File: src/rtl/mod_arith_pkg.sv
// -----------------------------------------------------------------------------
// mod_arith_pkg
//   Shared definitions for the residue-channel modular adder.
//   - Default residue width, modulus (3^11) and error-counter width.
//   - residue_t: one residue word at the default channel width.
//   - skid_state_e: occupancy of the output-register + skid-entry pair.
//   No ports (package).
// -----------------------------------------------------------------------------
package mod_arith_pkg;

  // Residue channel geometry
  localparam int unsigned RES_WIDTH     = 18;
  localparam int unsigned RES_MODULUS   = 177147;  // 3^11, below 2^RES_WIDTH
  localparam int unsigned ERR_CNT_WIDTH = 16;

  typedef logic [RES_WIDTH-1:0] residue_t;

  // EMPTY: output register empty; ONE: output register full, skid empty;
  // TWO: both full (upstream is stalled).
  typedef enum logic [1:0] {
    SKID_EMPTY = 2'd0,
    SKID_ONE   = 2'd1,
    SKID_TWO   = 2'd2
  } skid_state_e;

endpackage : mod_arith_pkg

File: src/rtl/mod_skid_buf.sv
// -----------------------------------------------------------------------------
// mod_skid_buf
//   Generic 2-entry valid/ready skid buffer: one output register (OR) plus one
//   skid entry (SK). in_ready is registered and only drops once SK holds a
//   word, so a word offered while the output is stalled is always caught.
//   Ports:
//     clk, reset           rising-edge clock, synchronous active-high reset
//     in_valid / in_ready  upstream handshake (in_ready registered)
//     in_data              word offered upstream
//     out_valid/out_ready  downstream handshake (out_valid registered)
//     out_data             head word, held stable while stalled
// -----------------------------------------------------------------------------
module mod_skid_buf
  import mod_arith_pkg::*;
#(
  parameter int unsigned WIDTH = RES_WIDTH + 1
) (
  input  logic             clk,
  input  logic             reset,
  input  logic             in_valid,
  output logic             in_ready,
  input  logic [WIDTH-1:0] in_data,
  output logic             out_valid,
  input  logic             out_ready,
  output logic [WIDTH-1:0] out_data
);

  skid_state_e      state_q, state_d;
  logic [WIDTH-1:0] or_data_q, or_data_d;
  logic [WIDTH-1:0] sk_data_q, sk_data_d;
  logic             out_valid_q, out_valid_d;
  logic             in_ready_q, in_ready_d;
  logic             accept_s;
  logic             xfer_s;

  // Next-state, data-movement and next-output computation for the buffer.
  always_comb begin
    accept_s  = in_valid & in_ready_q;
    xfer_s    = out_valid_q & out_ready;
    state_d   = state_q;
    or_data_d = or_data_q;
    sk_data_d = sk_data_q;

    case (state_q)
      SKID_EMPTY: begin
        // Nothing to transfer here, out_valid is low.
        if (accept_s) begin
          state_d   = SKID_ONE;
          or_data_d = in_data;
        end else begin
          state_d   = SKID_EMPTY;
        end
      end
      SKID_ONE: begin
        if (accept_s && xfer_s) begin
          state_d   = SKID_ONE;
          or_data_d = in_data;
        end else if (accept_s) begin
          // Output stalled: park the new word in the skid entry.
          state_d   = SKID_TWO;
          sk_data_d = in_data;
        end else if (xfer_s) begin
          state_d   = SKID_EMPTY;
        end else begin
          state_d   = SKID_ONE;
        end
      end
      SKID_TWO: begin
        // in_ready is low here, so only the drain path exists.
        if (xfer_s) begin
          state_d   = SKID_ONE;
          or_data_d = sk_data_q;
        end else begin
          state_d   = SKID_TWO;
        end
      end
      default: begin
        state_d   = SKID_EMPTY;
      end
    endcase

    out_valid_d = (state_d != SKID_EMPTY);
    in_ready_d  = (state_d != SKID_TWO);
  end

  // Buffer state, data registers and registered handshake outputs.
  always_ff @(posedge clk) begin
    if (reset) begin
      state_q     <= SKID_EMPTY;
      or_data_q   <= {WIDTH{1'b0}};
      sk_data_q   <= {WIDTH{1'b0}};
      out_valid_q <= 1'b0;
      in_ready_q  <= 1'b0;
    end else begin
      state_q     <= state_d;
      or_data_q   <= or_data_d;
      sk_data_q   <= sk_data_d;
      out_valid_q <= out_valid_d;
      in_ready_q  <= in_ready_d;
    end
  end

  assign in_ready  = in_ready_q;
  assign out_valid = out_valid_q;
  assign out_data  = or_data_q;

endmodule : mod_skid_buf

File: src/rtl/mod_add_select_stage.sv
// -----------------------------------------------------------------------------
// mod_add_select_stage
//   Second stage of the 2x2 modular adder. Stage 1 supplies both candidates:
//   cand_a = A+CONST and cand_b = A+CONST-MODULUS with the sign of the
//   subtraction. This stage picks the in-range residue, flags any selected
//   value >= MODULUS, buffers the result through a skid buffer and keeps a
//   saturating count of errored words that leave the stage.
//   Ports:
//     clk, reset           rising-edge clock, synchronous active-high reset
//     in_valid / in_ready  upstream handshake
//     cand_a, cand_b       stage-1 candidates
//     sign_in              1 = cand_b negative, select cand_a
//     out_valid/out_ready  downstream handshake
//     result, range_err    selected residue and its out-of-range flag
//     clr_count            synchronous clear of err_count
//     err_count            saturating count of errored output transfers
// -----------------------------------------------------------------------------
module mod_add_select_stage
  import mod_arith_pkg::*;
#(
  parameter int unsigned DATA_WIDTH = RES_WIDTH,
  parameter int unsigned MODULUS    = RES_MODULUS,
  parameter int unsigned CNT_WIDTH  = ERR_CNT_WIDTH
) (
  input  logic                  clk,
  input  logic                  reset,
  input  logic                  in_valid,
  output logic                  in_ready,
  input  logic [DATA_WIDTH-1:0] cand_a,
  input  logic [DATA_WIDTH-1:0] cand_b,
  input  logic                  sign_in,
  output logic                  out_valid,
  input  logic                  out_ready,
  output logic [DATA_WIDTH-1:0] result,
  output logic                  range_err,
  input  logic                  clr_count,
  output logic [CNT_WIDTH-1:0]  err_count
);

  localparam logic [DATA_WIDTH-1:0] MOD_V    = DATA_WIDTH'(MODULUS);
  localparam logic [CNT_WIDTH-1:0]  CNT_MAX  = {CNT_WIDTH{1'b1}};
  localparam logic [CNT_WIDTH-1:0]  CNT_ONE  = CNT_WIDTH'(1);
  localparam logic [CNT_WIDTH-1:0]  CNT_ZERO = {CNT_WIDTH{1'b0}};

  logic                  accept_s;
  logic [DATA_WIDTH-1:0] sel_s;
  logic                  err_s;
  logic [DATA_WIDTH:0]   buf_in_s;
  logic [DATA_WIDTH:0]   buf_out_s;
  logic                  err_xfer_s;
  logic [CNT_WIDTH-1:0]  cnt_q, cnt_d;

  // Candidate select and range compare. The word fed to the buffer is forced
  // to zero unless it is being accepted, so unknown inputs on idle cycles
  // never reach the data path.
  always_comb begin
    accept_s = in_valid & in_ready;
    if (sign_in) begin
      sel_s = cand_a;
    end else begin
      sel_s = cand_b;
    end
    err_s = (sel_s >= MOD_V);
    if (accept_s) begin
      buf_in_s = {err_s, sel_s};
    end else begin
      buf_in_s = {(DATA_WIDTH + 1){1'b0}};
    end
  end

  mod_skid_buf #(
    .WIDTH (DATA_WIDTH + 1)
  ) u_skid (
    .clk       (clk),
    .reset     (reset),
    .in_valid  (in_valid),
    .in_ready  (in_ready),
    .in_data   (buf_in_s),
    .out_valid (out_valid),
    .out_ready (out_ready),
    .out_data  (buf_out_s)
  );

  assign result    = buf_out_s[DATA_WIDTH-1:0];
  assign range_err = buf_out_s[DATA_WIDTH];

  // Error counter next value: a clear wins over the old count, but an errored
  // transfer in the same cycle still counts as one.
  always_comb begin
    err_xfer_s = out_valid & out_ready & range_err;
    cnt_d      = cnt_q;
    if (clr_count) begin
      if (err_xfer_s) begin
        cnt_d = CNT_ONE;
      end else begin
        cnt_d = CNT_ZERO;
      end
    end else if (err_xfer_s && (cnt_q != CNT_MAX)) begin
      cnt_d = cnt_q + CNT_ONE;
    end else begin
      cnt_d = cnt_q;
    end
  end

  // Error counter register.
  always_ff @(posedge clk) begin
    if (reset) begin
      cnt_q <= CNT_ZERO;
    end else begin
      cnt_q <= cnt_d;
    end
  end

  assign err_count = cnt_q;

endmodule : mod_add_select_stage

File: config.mk
export PLATFORM = sky130hd
export DESIGN_NAME = mod_add_select_stage
export DESIGN_NICKNAME = d
export VERILOG_FILES = /design/src/rtl/mod_arith_pkg.sv /design/src/rtl/mod_skid_buf.sv /design/src/rtl/mod_add_select_stage.sv
export SDC_FILE = /design/constraint.sdc
export NUM_CORES = 1
export LEC_CHECK = 0
export ABC_AREA = 1
export BUFFER_PORTS_ARGS = -buffer_cell sky130_fd_sc_hd__buf_4
export CAP_MARGIN = 20
export CORE_MARGIN = 2
export CORE_UTILIZATION = 53
export CTS_CLUSTER_DIAMETER = 80
export CTS_CLUSTER_SIZE = 25
export DETAILED_ROUTE_END_ITERATION = 8
export HOLD_SLACK_MARGIN = 0.1
export PLACE_DENSITY = 0.8
export RECOVER_POWER = 25
export SYNTH_ARGS = -nofsm -noshare
export SYNTH_HDL_FRONTEND = slang
export SYNTH_SLANG_ARGS = --single-unit
File: constraint.sdc
create_clock -name clk -period 2.3 [get_ports clk]
set_clock_uncertainty 0.1 [all_clocks]
set_input_delay 0.46 -clock clk [delete_from_list [all_inputs] [get_ports clk]]
set_output_delay 0.46 -clock clk [all_outputs]
set_load 0.01 [all_outputs]
==> results of run 1 <==
through the flow:
step / std cells / hold WS [ps] / instance area (um^2)
final: 584 / 350 / 3760
after floorplan: 430 / 336 / 2970
after global placement: 568 / 347 / 3600
after CTS: 584 / 339 / 3840
after global routing: 584 / 354 / 3760
after detailed placement: 568 / 356 / 3600
power breakdown:
part / internal, mW / total, mW / leakage, nW / switching [mW]
clock: 0.697 / 1.10 / 0.119 / 0.408
combinational: 0.155 / 0.399 / 1.07 / 0.244
sequential: 1.05 / 1.08 / 0.470 / 0.0304
total: 1.90 / 2.59 / 1.65 / 0.683
cells in the final DEF, fill, tap and decap left out, drive strengths merged:
master / Yosys / routed
or2: 1 / 1
nand3: 14 / 14
o211ai: 17 / 17
a22oi: 1 / 1
inv: 33 / 33
clkinv: 1 / 2
buf: 10 / 64
a31oi: 2 / 2
nand2: 144 / 144
xor2: 1 / 1
nand4: 3 / 3
ha: 3 / 3
nor3: 6 / 6
a211oi: 2 / 2
bufinv: 0 / 2
o21a: 1 / 1
a21oi: 47 / 47
o21ai: 35 / 35
nor3b: 1 / 1
nor2: 37 / 37
clkinvlp: 0 / 1
clkbuf: 9 / 33
and3: 1 / 1
nor4: 3 / 3
dfxtp: 58 / 58
tightest hold or removal path, cell delays in order:
cell     delay (ps)
buf_4           110
nor2_1           50
nand2_1          60
a21oi_1          60
cells by family after synthesis:
family / after synthesis
xor gates and xnor gates: 1
and+or+nand+nor: 210
buffers and inverters: 53
adders and majority gates: 3
AOI/OAI and AO/OA: 105
DFF: 58
final cells by class:
cell class	count	area share (%)
clock buffers	12	4.39
repair buffers	85	15.2
multi-input cells	319	41.8
flip-flops and latches	58	30.9
clock inverters	4	1.93
well taps	72	2.39
inverters	34	3.42
per-layer routing:
layer | up-vias | GRT usage (%)
li1 | 1571 | -
met1 | 1424 | 32.3
met2 | 86 | 41.7
met3 | 18 | 8.07
met4 | 0 | 9.31
met5 | - | 0
worst max path at each step:
stage	endpoint	startpoint	slack (ps)
after detailed placement	u_skid.out_data[18]	out_ready	190
after global routing	err_count[4]	err_count[0]	210
after floorplan	u_skid.out_data[11]	in_valid	270
after global placement	u_skid.out_data[18]	out_ready	260
after CTS	u_skid.out_data[18]	u_skid.out_valid	440
final	u_skid.out_data[18]	u_skid.out_valid	430
cell usage after synthesis:
cell / n / area, um^2
o21ai_2: 1 / 8.76
o211ai_1: 7 / 52.6
o21a_1: 1 / 7.51
o21ai_1: 2 / 10.0
nor2_1: 35 / 131
buf_4: 3 / 22.5
buf_1: 1 / 3.75
nor4_1: 3 / 18.8
a211oi_1: 2 / 15.0
buf_8: 1 / 15.0
clkbuf_1: 9 / 33.8
dfxtp_1: 58 / 1160
nand2_1: 142 / 533
nor2_4: 1 / 11.3
o21ai_0: 32 / 160
nand2_2: 1 / 6.26
ha_1: 3 / 37.5
nand3_2: 1 / 10.0
nor3_2: 1 / 10.0
xor2_1: 1 / 8.76
nor3_1: 5 / 25.0
a21oi_2: 7 / 61.3
nand3_1: 13 / 65.1
nand4_1: 3 / 18.8
a31oi_1: 2 / 12.5
o211ai_2: 10 / 125
or2_2: 1 / 6.26
buf_6: 1 / 11.3
buf_2: 4 / 20.0
inv_2: 3 / 11.3
clkinv_2: 1 / 5.00
nor3b_1: 1 / 7.51
a22oi_1: 1 / 7.51
nor2_2: 1 / 6.26
nand2_4: 1 / 11.3
a21oi_1: 40 / 200
inv_1: 30 / 113
and3_1: 1 / 6.26
registers in the layout, indices dropped and copies added (netlist names):
name              flops
u_skid.out_data      19
u_skid.sk_data_q     19
err_count            16
u_skid.state_q        2
u_skid.in_ready       1
u_skid.out_valid      1
==> impl_results.md, run 1 <==
* Status: complete, no violations
* Routability congestion estimate at ~0.92
* Setup bufs post-CTS at 0
* Multi-input gate area at roughly 1600 um^2
* Critical Path AT at about 2000 ps
* Fillers at approximately 500
* Vias in the first global route at roughly 2900
* Post-DRT Antenna Nets at 0
* Met1 wire length at 3380 um
* Simple-gate portion of the synthesized area at 29.2%
* Total CTS buffers at 9
* Antenna diodes at 0
* Die width at approximately 80 um
* FF-to-FF setup slack at approximately 430 ps
* FP Rows at 27
* Cts-stage hold buffer count at 0
* Clock sinks at 58
* Vias per cell at 5.31
* Leak at roughly 1.7 nW
* Worst hold path type: in2reg
* Placement Setup Slack at 186 ps
* Worst slew pin tran at 573 ps
* Power Density at 687 nW/um^2
* Die area at 6220 um^2
* Crit path buffers/inverters at 2
* Top Family by Delay on Critical Path: simple AND/OR/NAND/NOR gates
* Final Core Density at between 60% and 70%
* Htree depth at 3
* Vias at approximately 3100
* Hpwl dp at about 5400 um
* Crit path time final at approximately 1900 ps
* Synth Instances at 430
* Post-Synth XOR/XNOR Area at less than 1%
* Achievable frequency at approximately 530 MHz
* CP Cell Sequence: nand2_1, inv_1, ha_1, nor3_1, nor2_2, nand3_2, clkinv_2, o21ai_0, a21oi_1
* Critical Path Sink Type: flop
* Max Slew Vio Count at 0
* R2R depth at 9
* Met3 WL post-DR at 437 um
* Seq. cell area at between 1000 and 1500 um^2
* Kind of critical path: reg2reg
* Crit start category: flop
* DRT Wirelength at around 7600 um
* Initial Util at between 50% and 60%
* I/O pins at 79
* Max_cap viols at 0
* Hold path depth at 4
* TNS Setup at 0 ps
* Crit path required time at between 2000 and 2500 ps
* DR top layer: met4
* Core area at between 5000 and 6000 um^2
* Syn nets at roughly 480
* Setup-failing EPs final at 0
* First-pass GRT wire length at around 13000 um
* Final Hold Viols at 0
* Multiplexer area fraction after synthesis at 0%
* Sequential-to-total area share from yosys stat at roughly two fifths
* RSZ-0062 raised after global routing: no
* Clock slew at reported path FFs at approximately 70 ps
* GRT Total Usage at 25.7%
* Delay of the slowest critical-path stage at ~310 ps
* WP depth at 9
* #FFs+latches synth at between 50 and 60
* Number of iterations in the first detailed-routing pass at 4
* Initial antenna violation count at 0
* Avg WL per Cell at around 13 um
* Syn_area_per_cell at just under 7 um^2
* Largest net degree at the start of global routing at 36
* Met2 routed WL at roughly 3700 um
* VDD IR max at about 0.42 mV
* Hold EP: err_count[11]
* CTS tree: built
* Starting DRT DRC Count at between 150 and 200
* Port buffer count at a little under 80
* YS warnings at 0
* Die height at 78.9 um
* Fin worst setup slack at roughly 430 ps
* Final worst path period share at around 81%
* RR Startpoint: u_skid.out_valid
* Clock root buffer: clkbuf_8
* Total power at 2.59 mW
* Total grt overflow at 0
* Nets at between 500 and 600
* Share of cells above drive strength 1 at 21.3%
* RR Endpoint: u_skid.out_data[18]
* Remaining DRCs at 0
* Cts repair resizes at 0
* Clock Path Buffers at 2
* Area Overhead vs Synth at 26.7%
* Critical path's slowest cell: dfxtp_1
* CP Max Fanout at 17
* Complex-gate fraction of the synthesized area at around 22%
* Max-slew headroom at 61.8%
* Hold path start: clr_count
* Insertion delay to the later sink of the worst-skew pair at between 300 and 400 ps
* Largest family of logic cells by synthesized area: simple AND/OR/NAND/NOR gates
* Synthesized area at 2970 um^2
* Synth cell types at 38
* Synth Area in Adders at roughly 1.3%
No activity file was read; power rests on OpenSTA's default activity.
==> inputs of run 2 (changes only) <==
--- a/config.mk
+++ b/config.mk
@@ -9,12 +9,12 @@
 export BUFFER_PORTS_ARGS = -buffer_cell sky130_fd_sc_hd__buf_4
 export CAP_MARGIN = 20
 export CORE_MARGIN = 2
-export CORE_UTILIZATION = 53
+export CORE_UTILIZATION = 47
 export CTS_CLUSTER_DIAMETER = 80
 export CTS_CLUSTER_SIZE = 25
 export DETAILED_ROUTE_END_ITERATION = 8
 export HOLD_SLACK_MARGIN = 0.1
-export PLACE_DENSITY = 0.8
+export PLACE_DENSITY = 0.75
 export RECOVER_POWER = 25
 export SYNTH_ARGS = -nofsm -noshare
 export SYNTH_HDL_FRONTEND = slang
==> constraint.sdc (replaced) <==
create_clock -name clk -period 1.55 [get_ports clk]
set_clock_uncertainty 0.1 [all_clocks]
set_input_delay 0.31 -clock clk [delete_from_list [all_inputs] [get_ports clk]]
set_output_delay 0.31 -clock clk [all_outputs]
set_load 0.01 [all_outputs]
==> impl_results.md, run 2 (synthesis gave the netlist of run 1 again) <==
* Status: finished, violations left
* Failing checks: negative setup slack
* Kind of critical path: reg2reg
* Final worst path period share at 105%
* Commonest non-fill, non-tap cell in the layout: buf_4
* Port buffer count at 78
* Crit path time final at 1630 ps
* Initial antenna violation count at 0
* Number of iterations in the first detailed-routing pass at 5
* Nets at between 600 and 700
* Clock slew at reported path FFs at ~70 ps
* Power share of the combinational group at between 20% and 30%
* Max Slew Vio Count at 0
* Critical Path Sink Type: flop
* Routability congestion estimate at around 0.87
* CP Max Fanout at 5
* Initial Util at 49.3%
* Flop pwr share at between 40% and 50%
* Setup-failing EPs final at 22
* Starting DRT DRC Count at between 150 and 200
* Worst slew pin tran at 394 ps
* Sw frac at around 30%
* Remaining DRCs at 0
* FP Rows at 28
* Clock sinks at 58
* CTS tree: built
* Hpwl dp at approximately 5700 um
* Leak at 2.09 nW
* Pint at between 2 and 3 mW
* Vias per cell at approximately 5.3
* Max_cap viols at 0
* VDD IR max at between 0.5 and 0.6 mV
* Clock share of power at 37.5%
* Crit path required time at roughly 1700 ps
* I/O pins at slightly below 80
* Share of cells above drive strength 1 at between 40 and 50%
* Clock Path Buffers at 2
* First-pass GRT wire length at between 10000 and 15000 um
* Area Overhead vs Synth at 56.7%
* Die width at 83.5 um
* Vias at ~3400
* Hold slack at around 170 ps
* Critical Path AT at ~1800 ps
* Delay of the slowest critical-path stage at 370 ps
* Cts-stage hold buffer count at 0
* Worst hold path type: in2reg
* Final instance area at 4650 um^2
* Post-DRT Antenna Nets at 0
* Avg WL per Cell at roughly 14 um
* Total grt overflow at 0
* Net load switching power at ~1.1 mW
* Die height at between 80 and 90 um
* Antenna diodes at 0
* Critical path's slowest cell: dfxtp_1
* Core area at between 6000 and 7000 um^2
* Fin worst setup slack at -80.5 ps
* Die area at 6970 um^2
* Clock root buffer: clkbuf_8
* GRT Total Usage at between 20 and 25%
* CP Cell Sequence: inv_1, nor3_4, nand2_4, nor2_4, nor2_4, buf_4, buf_4, o21ai_1, nor2_1
* Crit start category: flop
* Total CTS buffers at 9
* Power Density at between 800 and 900 nW/um^2
* DRT Wirelength at roughly 9000 um
* Achievable frequency at just over 600 MHz
* Largest net degree at the start of global routing at 35
* Vias in the first global route at approximately 3200
* Insertion delay to the later sink of the worst-skew pair at between 300 and 400 ps
* Most frequent cells in the layout: 130 x buf_4, 129 x nand2_1, 50 x dfxtp_1
* Max-slew headroom at approximately three quarters
* RSZ-0062 raised after global routing: yes
* Final Hold Viols at 0
* Htree depth at 3
* Cell Area, Placed at 4040 um^2
==> run 2: cell count changes in the layout (fill, tap and decap cells not counted), sizes merged <==
| cell | previous run | this run |
|---|---|---|
| clkbuf | 33 | 19 |
| clkinv | 2 | 5 |
| clkinvlp | 1 | 2 |
| bufinv | 2 | 1 |
| buf | 64 | 138 |
==> run 2: cell type report <==
type / instances / area [um^2]
Clock buffer: 10 / 149
Inverter: 34 / 143
Clock inverter: 6 / 63.8
Fill cell: 415 / 1370
Sequential cell: 58 / 1170
Tap cell: 75 / 93.8
Timing Repair inverter: 1 / 8.76
Timing Repair Buffer: 147 / 1180
Multi-Input combinational cell: 319 / 1840
==> run 2: final timing paths <==
kind | cells after the start | startpoint | end | slack (ps)
setup reg to reg | 9 | err_count[4] | err_count[1] | -80
hold reg to reg | 2 | u_skid.out_data[7] | u_skid.out_data[7] | 360
hold / removal | 4 | clr_count | err_count[11] | 170
setup / recovery | 9 | err_count[4] | err_count[1] | -80
==> run 2: power groups by stage <==
stage               registers, mW  clock network (mW)  logic [mW]
finish                       1.61                1.47       0.847
global route                 1.62                1.56       0.923
CTS                          1.60                1.50       0.735
detailed placement           1.64                   0       0.703
global placement             1.64                   0       0.690
floorplan                    1.65                   0       0.405
==> run 2: routing by layer <==
| metal | vias up | wire length, um | track usage (%) |
|---|---|---|---|
| li1 | 1697 | - | - |
| met1 | 1588 | 3790 | 30.8 |
| met2 | 117 | 4430 | 41.0 |
| met3 | 17 | 584 | 3.66 |
| met4 | 0 | 178 | 10.1 |
| met5 | - | 0 | 0 |
==> run 2: repair_timing <==
item,4_1_cts,5_1_grt
endpoints found under the setup margin,34,52
pin swaps,6,17
resized for setup,22,64
cloned,1,4
buffers inserted,3,6
==> run 2: critical path, delay by kind of cell, from the launching register on <==
kind,cells,cell delay (ps)
AO/OA/AOI/OAI,1,130
AND/OR/NAND/NOR,5,570
buffers and inverters,3,360
flip-flops,1,370
==> run 2: per-stage QoR <==
step           setup WS, ps  power, mW  cells  TNS, ps  util [%]
2_1_floorplan         -85.4       2.05    430     -838         -
3_3_place_gp           -125       2.33    620    -2610      67.0
3_5_place_dp           -170       2.34    620    -4000      67.0
4_1_cts               -27.9       3.84    640     -150      72.3
5_1_grt                -164       4.10    650    -3900      77.2
6_report              -80.5       3.93    650     -684      77.2
==> inputs of run 3 (changes only) <==
--- a/config.mk
+++ b/config.mk
@@ -8,7 +8,7 @@
 export ABC_AREA = 1
 export BUFFER_PORTS_ARGS = -buffer_cell sky130_fd_sc_hd__buf_4
 export CAP_MARGIN = 20
-export CORE_MARGIN = 2
+export CORE_MARGIN = 8
 export CORE_UTILIZATION = 47
 export CTS_CLUSTER_DIAMETER = 80
 export CTS_CLUSTER_SIZE = 25
==> impl_results.md, run 3 (synthesis gave the netlist of run 1 again) <==
* Status: finished, violations left
* Failing checks: negative setup slack
* FP Rows at 29
* Kind of critical path: reg2reg
* Hpwl dp at approximately 6400 um
* GRT Total Usage at 20.6%
* Crit start category: flop
* FF-to-FF setup slack at -130 ps
* Most frequent cells in the layout: 129 x buf_4, 118 x nand2_1, 45 x dfxtp_1
* Leak at 2.29 nW
* RR Startpoint: u_skid.out_valid
* Critical path's slowest cell: dfxtp_2
* Largest net degree at the start of global routing at 34
* Final worst path period share at 108%
* Routability congestion estimate at roughly 0.85
* Vias per cell at around 5.4
* Setup-failing EPs final at 32
* Clock slew at reported path FFs at around 70 ps
* Worst hold path type: in2reg
* Crit path required time at roughly 1700 ps
* First-pass GRT wire length at ~15000 um
* Crit path launch: u_skid.out_valid
* Non-Filler Instances at ~660
* Clock root buffer: clkbuf_8
* VDD IR max at between 0.6 and 0.7 mV
* Worst slew pin tran at 386 ps
* DRT Wirelength at roughly 10000 um
* CP Max Fanout at 7
* Area Overhead vs Synth at 64.2%
* CP Cell Sequence: nand2_2, inv_2, ha_4, nor3_4, nor2_2, nand3_4, buf_12, a21oi_1, o21ai_1, a21oi_1
* Core area at around 6200 um^2
* Critical Path Sink Type: flop
* CP endpoint: u_skid.out_data[3]
* RR Endpoint: u_skid.out_data[3]
* Vias at roughly 3500
* Max-slew headroom at between 70% and 80%
* Antenna diodes at 0
* R2R depth at 10
* Nets at 621
* Total CTS buffers at 9
* Max Slew Vio Count at 0
* Fin worst setup slack at -128 ps
* Total grt overflow at 0
* Delay of the slowest critical-path stage at around 340 ps
* Remaining DRCs at 0
* Max_cap viols at 0
* Final instance area at 4880 um^2
* Post-DRT Antenna Nets at 0
* Die height at between 90 and 100 um
* Vias in the first global route at 3323
* Cell Area, Placed at 4070 um^2
* Most frequent CP cell: a21oi_1
* Hold path depth at 4
* Total power at approximately 4.1 mW
* Clock Path Buffers at 2
* Crit path time final at 1680 ps
* Initial antenna violation count at 0
* CTS tree: built
* Avg WL per Cell at between 15 and 20 um
* Starting DRT DRC Count at roughly 160
* Share of cells above drive strength 1 at a little under half
* Clock sinks at 58
* Achievable frequency at between 500 and 600 MHz
* Insertion delay to the later sink of the worst-skew pair at about 340 ps
* Dpl cells at ~630
* Htree depth at 3
* Die area at slightly above 9000 um^2
* RSZ-0062 raised after global routing: yes
* Port buffer count at 78
* Final Hold Viols at 0
* I/O pins at between 70 and 80
* Critical Path AT at between 1500 and 2000 ps
* Die width at ~95 um
* Initial Util at between 40% and 50%
* Power Density at ~850 nW/um^2
* Number of iterations in the first detailed-routing pass at 5
* Commonest non-fill, non-tap cell in the layout: buf_4
[run 3: changes by cell type in the layout (fill, tap and decap cells not counted), sizes merged]
| cell | previous run | this run |
|---|---|---|
| buf | 138 | 145 |
| nand2 | 144 | 145 |
| clkinv | 5 | 6 |
| clkbuf | 19 | 17 |
| clkinvlp | 2 | 1 |
[run 3: power breakdown]
part | internal [mW] | switching, mW
clock network | 0.886 | 0.642
logic | 0.451 | 0.528
registers | 1.56 | 0.0592
total | 2.90 | 1.23
[run 3: area by class of cell]
cell class              instances  area (um^2)
clock inverters                 5         60.1
repair buffers                151         1250
multi-input cells             320         1950
inverters                      34          153
fillers                       406         1370
clock buffers                  11          163
well taps                      77         96.3
flip-flops and latches         58         1180
repair inverters                2         25.0
[run 3: stage by stage]
step | hold slack [ps] | setup TNS (ps) | util (%) | worst slack (ps)
2_1_floorplan | 336 | -838 | - | -85.4
3_3_place_gp | 353 | -2610 | 65.3 | -137
3_5_place_dp | 352 | -4340 | 65.3 | -166
4_1_cts | 164 | -125 | 72.2 | -26.5
5_1_grt | 221 | -3450 | 78.1 | -191
6_report | 199 | -1170 | 78.1 | -128
[run 3: worst max-delay path: cells and delay by family (launching register included)]
family / cells / cell delay [ps]
AND/OR/NAND/NOR: 4 / 360
adder cells (fa/ha/maj): 1 / 150
AO/OA/AOI/OAI: 3 / 400
flip-flops: 1 / 340
buffers and inverters: 2 / 260
[run 3: worst min-delay path by stage]
| stage | startpoint | endpoint | slack (ps) |
|---|---|---|---|
| 2_1_floorplan | u_skid.sk_data_q[3] | u_skid.sk_data_q[3] | 340 |
| 5_1_grt | clr_count | err_count[11] | 220 |
| 6_report | clr_count | err_count[11] | 200 |
| 4_1_cts | clr_count | err_count[11] | 160 |
| 3_5_place_dp | u_skid.sk_data_q[3] | u_skid.sk_data_q[3] | 350 |
| 3_3_place_gp | u_skid.sk_data_q[2] | u_skid.sk_data_q[2] | 350 |
[run 3: what timing repair did]
item	4_1_cts	5_1_grt
setup buffers	4	8
setup endpoints to repair	36	51
gates cloned	4	3
pin swaps	9	23
gates resized for setup	38	96
hold buffers	0	0
[run 3: layer usage]
metal / global-route usage, % / wire length (um)
met3: 4.33 / 719
met5: 0 / 0
met4: 10.5 / 303
met1: 23.6 / 4080
met2: 35.6 / 5280
